--- src/rtl/instruction_fetch.sv ---
// Instruction fetch stage: PC register, one-entry fetch register with ready/valid handshake, halt and branch redirect.
// Optional stall counter output is enabled by defining IFETCH_STALL_CNT_EN.
module instruction_fetch #(
    parameter int                 ADDR_W      = 8,
    parameter int                 DATA_W      = 8,
    parameter logic [ADDR_W-1:0]  RESET_PC    = '0,
    parameter int                 PROG_LEN    = 6,
    parameter logic [DATA_W-1:0]  HALT_OPCODE = {DATA_W{1'b1}}
) (
    input  logic              clk,
    input  logic              rst_n,
    output logic [ADDR_W-1:0] instruction_address,
    input  logic [DATA_W-1:0] instruction_data,
    input  logic              branch_valid,
    input  logic [ADDR_W-1:0] branch_target,
    output logic              out_valid,
    input  logic              out_ready,
    output logic [DATA_W-1:0] out_instr,
    output logic [ADDR_W-1:0] out_pc,
`ifdef IFETCH_STALL_CNT_EN
    output logic [15:0]       stall_count,
`endif
    output logic              halted
);

    typedef enum logic [1:0] {
        ST_IDLE  = 2'd0,
        ST_FETCH = 2'd1,
        ST_HALT  = 2'd2
    } state_t;

    state_t            state_reg;
    state_t            state_next;
    logic [ADDR_W-1:0] pc_reg;
    logic              out_valid_reg;
    logic [DATA_W-1:0] out_instr_reg;
    logic [ADDR_W-1:0] out_pc_reg;

    logic capture;
    logic branch_take;
    logic halt_hit;

    // State register
    always_ff @(posedge clk or negedge rst_n) begin
        if (!rst_n) begin
            state_reg <= ST_IDLE;
        end else begin
            state_reg <= state_next;
        end
    end

    // Next-state logic; a branch always wins over a halt condition
    always_comb begin
        state_next = state_reg;
        case (state_reg)
            ST_IDLE:  state_next = ST_FETCH;
            ST_FETCH: begin
                if (branch_valid) begin
                    state_next = ST_FETCH;
                end else if (capture && halt_hit) begin
                    state_next = ST_HALT;
                end
            end
            ST_HALT: begin
                if (branch_valid) begin
                    state_next = ST_FETCH;
                end
            end
            default:  state_next = ST_IDLE;
        endcase
    end

    // Output / control decode
    always_comb begin
        capture     = 1'b0;
        branch_take = 1'b0;
        halted      = 1'b0;
        if (state_reg == ST_FETCH && (!out_valid_reg || out_ready) && !branch_valid) begin
            capture = 1'b1;
        end
        if (branch_valid && state_reg != ST_IDLE) begin
            branch_take = 1'b1;
        end
        if (state_reg == ST_HALT) begin
            halted = 1'b1;
        end
    end

    // Compare at 32 bits so a PROG_LEN beyond the address space never matches
    assign halt_hit = (instruction_data == HALT_OPCODE) ||
                      (32'(pc_reg) == 32'(PROG_LEN - 1));

    always_ff @(posedge clk or negedge rst_n) begin
        if (!rst_n) begin
            pc_reg        <= RESET_PC;
            out_valid_reg <= 1'b0;
            out_instr_reg <= '0;
            out_pc_reg    <= '0;
        end else if (branch_take) begin
            pc_reg        <= branch_target;
            out_valid_reg <= 1'b0;
        end else if (capture) begin
            pc_reg        <= pc_reg + 1'b1;
            out_valid_reg <= 1'b1;
            out_instr_reg <= instruction_data;
            out_pc_reg    <= pc_reg;
        end else if (out_ready) begin
            out_valid_reg <= 1'b0;
        end
    end

`ifdef IFETCH_STALL_CNT_EN
    logic [15:0] stall_cnt_reg;

    // Saturating count of edges where decode back-pressures a valid word
    always_ff @(posedge clk or negedge rst_n) begin
        if (!rst_n) begin
            stall_cnt_reg <= '0;
        end else if (out_valid_reg && !out_ready && stall_cnt_reg != 16'hFFFF) begin
            stall_cnt_reg <= stall_cnt_reg + 16'd1;
        end
    end

    assign stall_count = stall_cnt_reg;
`endif

    assign instruction_address = pc_reg;
    assign out_valid           = out_valid_reg;
    assign out_instr           = out_instr_reg;
    assign out_pc              = out_pc_reg;

endmodule
--- config.mk ---
export PLATFORM = sky130hd
export DESIGN_NAME = instruction_fetch
export DESIGN_NICKNAME = d
export VERILOG_FILES = /design/src/rtl/instruction_fetch.sv
export SDC_FILE = /design/constraint.sdc
export NUM_CORES = 1
export LEC_CHECK = 0
export ABC_AREA = 1
export BUFFER_PORTS_ARGS = -buffer_cell sky130_fd_sc_hd__buf_4
export CORE_UTILIZATION = 50
export DETAILED_ROUTE_END_ITERATION = 10
export PLACE_DENSITY = 0.91
export SYNTH_ARGS = -nofsm -noshare
export SYNTH_HDL_FRONTEND = slang
export SYNTH_SLANG_ARGS = --single-unit
--- constraint.sdc ---
create_clock -name clk -period 2.2 [get_ports clk]
set_input_delay 0.44 -clock clk [delete_from_list [all_inputs] [get_ports clk]]
set_output_delay 0.44 -clock clk [all_outputs]
set_load 0.05 [all_outputs]
==> qor.txt <==
Area growth syn-to-layout: 28.7%
CTS Buf Count: 3
Cell row count: 18
CP Launch Type: register
Warnings from Yosys: 0
Clk pin slew, worst setup/hold paths: 0.14 ns
EDFF count, synth: 0
Largest net degree at the start of global routing: 28
Internal: 0.000975 W
Ys flop type: dfrtp_1
First-pass GRT wire length: 4.67 mm
Avg Cell Area, Syn: 7.38 um2
Fin Clk Skew: 0.00105 ns
Violated checks: hold timing
Placer Congestion: 0.817
CP Data Required Time: 1.76 ns
Resized cells post-CTS: 0
Final TNS setup: 0 ns
Maximum vdd ir drop: 0.761 mV
Routed WL: 2.97 mm
Worst hold slack: -0.00605 ns
Post-synth top area share: 0.497
Final Setup Violations: 0
Die W: 54.1 um
Hold Path Class: in2async
H-tree depth: 1
Leakage: 0.978 nW
Routed len/inst: 11.4 um
PortBufs: 45
Crit-path max FO: 6
WP data arrival: 1.21 ns
Drt initial violations: 31
GR Util All Layers: 0.226
Number of global-route vias before repair: 1,089
Outcome: finished with violations
Power share of the clock group: 0.111
Number of library cell types mapped by synthesis: 20
CTS tree: built
CTS hold repair buffers: 0
Sequential share of power: 0.384
Postcts setup bufs: 0
Die ar.: 2930 um2
Die H: 54.1 um
Pwr/cell area: 1090 nW/um2
Period Utilization, post-route: 0.749
Top cells by count, synth: nand2_1, dfrtp_1, inv_1, nor2_1, o21ai_0
Drt via density: 4.89
Top post-synthesis cells by area: dfrtp_1, nand2_1, o21ai_0, inv_1, nor2_1
Post-DRT Antenna Nets: 0
Post-DP HPWL: 2.22 mm
Share of cells above drive strength 1: 0.251
Initial Utilization: 0.539
Synth Register Bits: 27
Syn Inst Count: 184
Mapped Area: 1360 um2
Max Cap Violations: 0
Syn nets: 206
Clock Path Buffers: 2
Drt first pass iters: 4
Setup CP Type: reg2out
Final Hold Fails: 9
Total gr overflow: 0
CP Capture Type: output pin
Cell with the most instances after synthesis: nand2_1
DRC errors left: 0
Area leader, netlist: dfrtp_1
Initial antenna violation count: 0
Max Slew Vio Count: 0
Max Clock Freq: 0.607 GHz
Switching share of power: 0.490
Clk_lat worst skew: 0.32 ns
Nets@finish: 254
Min Tclk post-route: 1.65 ns
Root Driver: clkbuf_4
Io pins: 46
NetSw: 0.000937 W
RSZ-0062 raised after global routing: no
CORE AREA: 2520 um2
Worst Tran Pin Value: 0.513 ns
Number of fill cells: 204
Seq/Total Area, Yosys: 0.497
N_diodes: 0
Relative max-transition margin: 0.658
Sink Count: 27
Logic pwr share: 0.505
Fin util: 0.693
Ys async rst share: 1.00
Vias: 1,277
## placed cells by master, fill, tap and decap left out, types with 2 or more instances in the layout
master     n
ha_1       2
inv_1     17
or2_2      2
nor2_1    17
o21ai_0   13
nand2_1   80
clkbuf_4   3
dfrtp_1   27
buf_4     47
nand3_1   12
## kinds of logic (layout without fill, tap and decap cells)
family | Yosys count | count (layout) | share of synthesized area
compound gates | 17 | 17 | 0.0691
flops | 27 | 27 | 0.497
simple gates | 116 | 116 | 0.346
fa+ha+maj | 2 | 2 | 0.0184
buf+inv | 22 | 69 | 0.0691
## per-layer routing
layer / global-route usage / vias to the layer above / wire, um
met5: 0 / - / 0
met4: 0.0897 / 0 / 45
met3: 0.0254 / 4 / 108
met2: 0.362 / 30 / 1400
met1: 0.309 / 577 / 1410
li1: - / 666 / -
## final cells by class
| cell class | count | area, um2 | area share |
|---|---|---|---|
| flip-flops and latches | 27 | 676 | 0.386 |
| clock buffers | 4 | 26.3 | 0.0150 |
| multi-input cells | 135 | 589 | 0.337 |
| inverters | 18 | 67.6 | 0.0386 |
| well taps | 30 | 37.5 | 0.0215 |
| repair buffers | 47 | 353 | 0.202 |
## power groups by stage
stage / registers [W] / logic (W) / clock network (W)
3_5_place_dp: 0.000742 / 0.000969 / 0
5_1_grt: 0.000753 / 0.00104 / 0.000233
6_report: 0.000734 / 0.000966 / 0.000213
4_1_cts: 0.000731 / 0.000971 / 0.000216
3_3_place_gp: 0.000738 / 0.000958 / 0
2_1_floorplan: 0.00115 / 0.000247 / 0
## worst max-delay path: stages (launching register included)
cell	delay (ns)
dfrtp_1	0.49
nor2_1	0.17
buf_4	0.22
## through the flow
step / cell area [um2] / power [W] / setup WS (ns) / cells
after detailed placement: 1720 / 0.00171 / 0.579 / 257
after floorplan: 1360 / 0.00140 / 0.631 / 184
final: 1750 / 0.00191 / 0.552 / 261
after global placement: 1720 / 0.00170 / 0.613 / 257
after CTS: 1750 / 0.00192 / 0.555 / 261
after global routing: 1750 / 0.00203 / 0.476 / 261
## final timing paths
check,slack (ns),to,startpoint,cells past startpoint
worst max-delay path,0.55,halted,state_reg[0],2
worst min-delay path,-0.006,instruction_address[2],rst_n,1
worst max register to register,0.67,instruction_address[7],state_reg[0],8
worst min register to register,0.50,out_instr[0],out_instr[0],2
max in group asynchronous,1.95,instruction_address[0],rst_n,1
min in group clk,0.31,out_instr[3],instruction_data[3],3
Note: power is estimated with default switching activity, not from simulation.
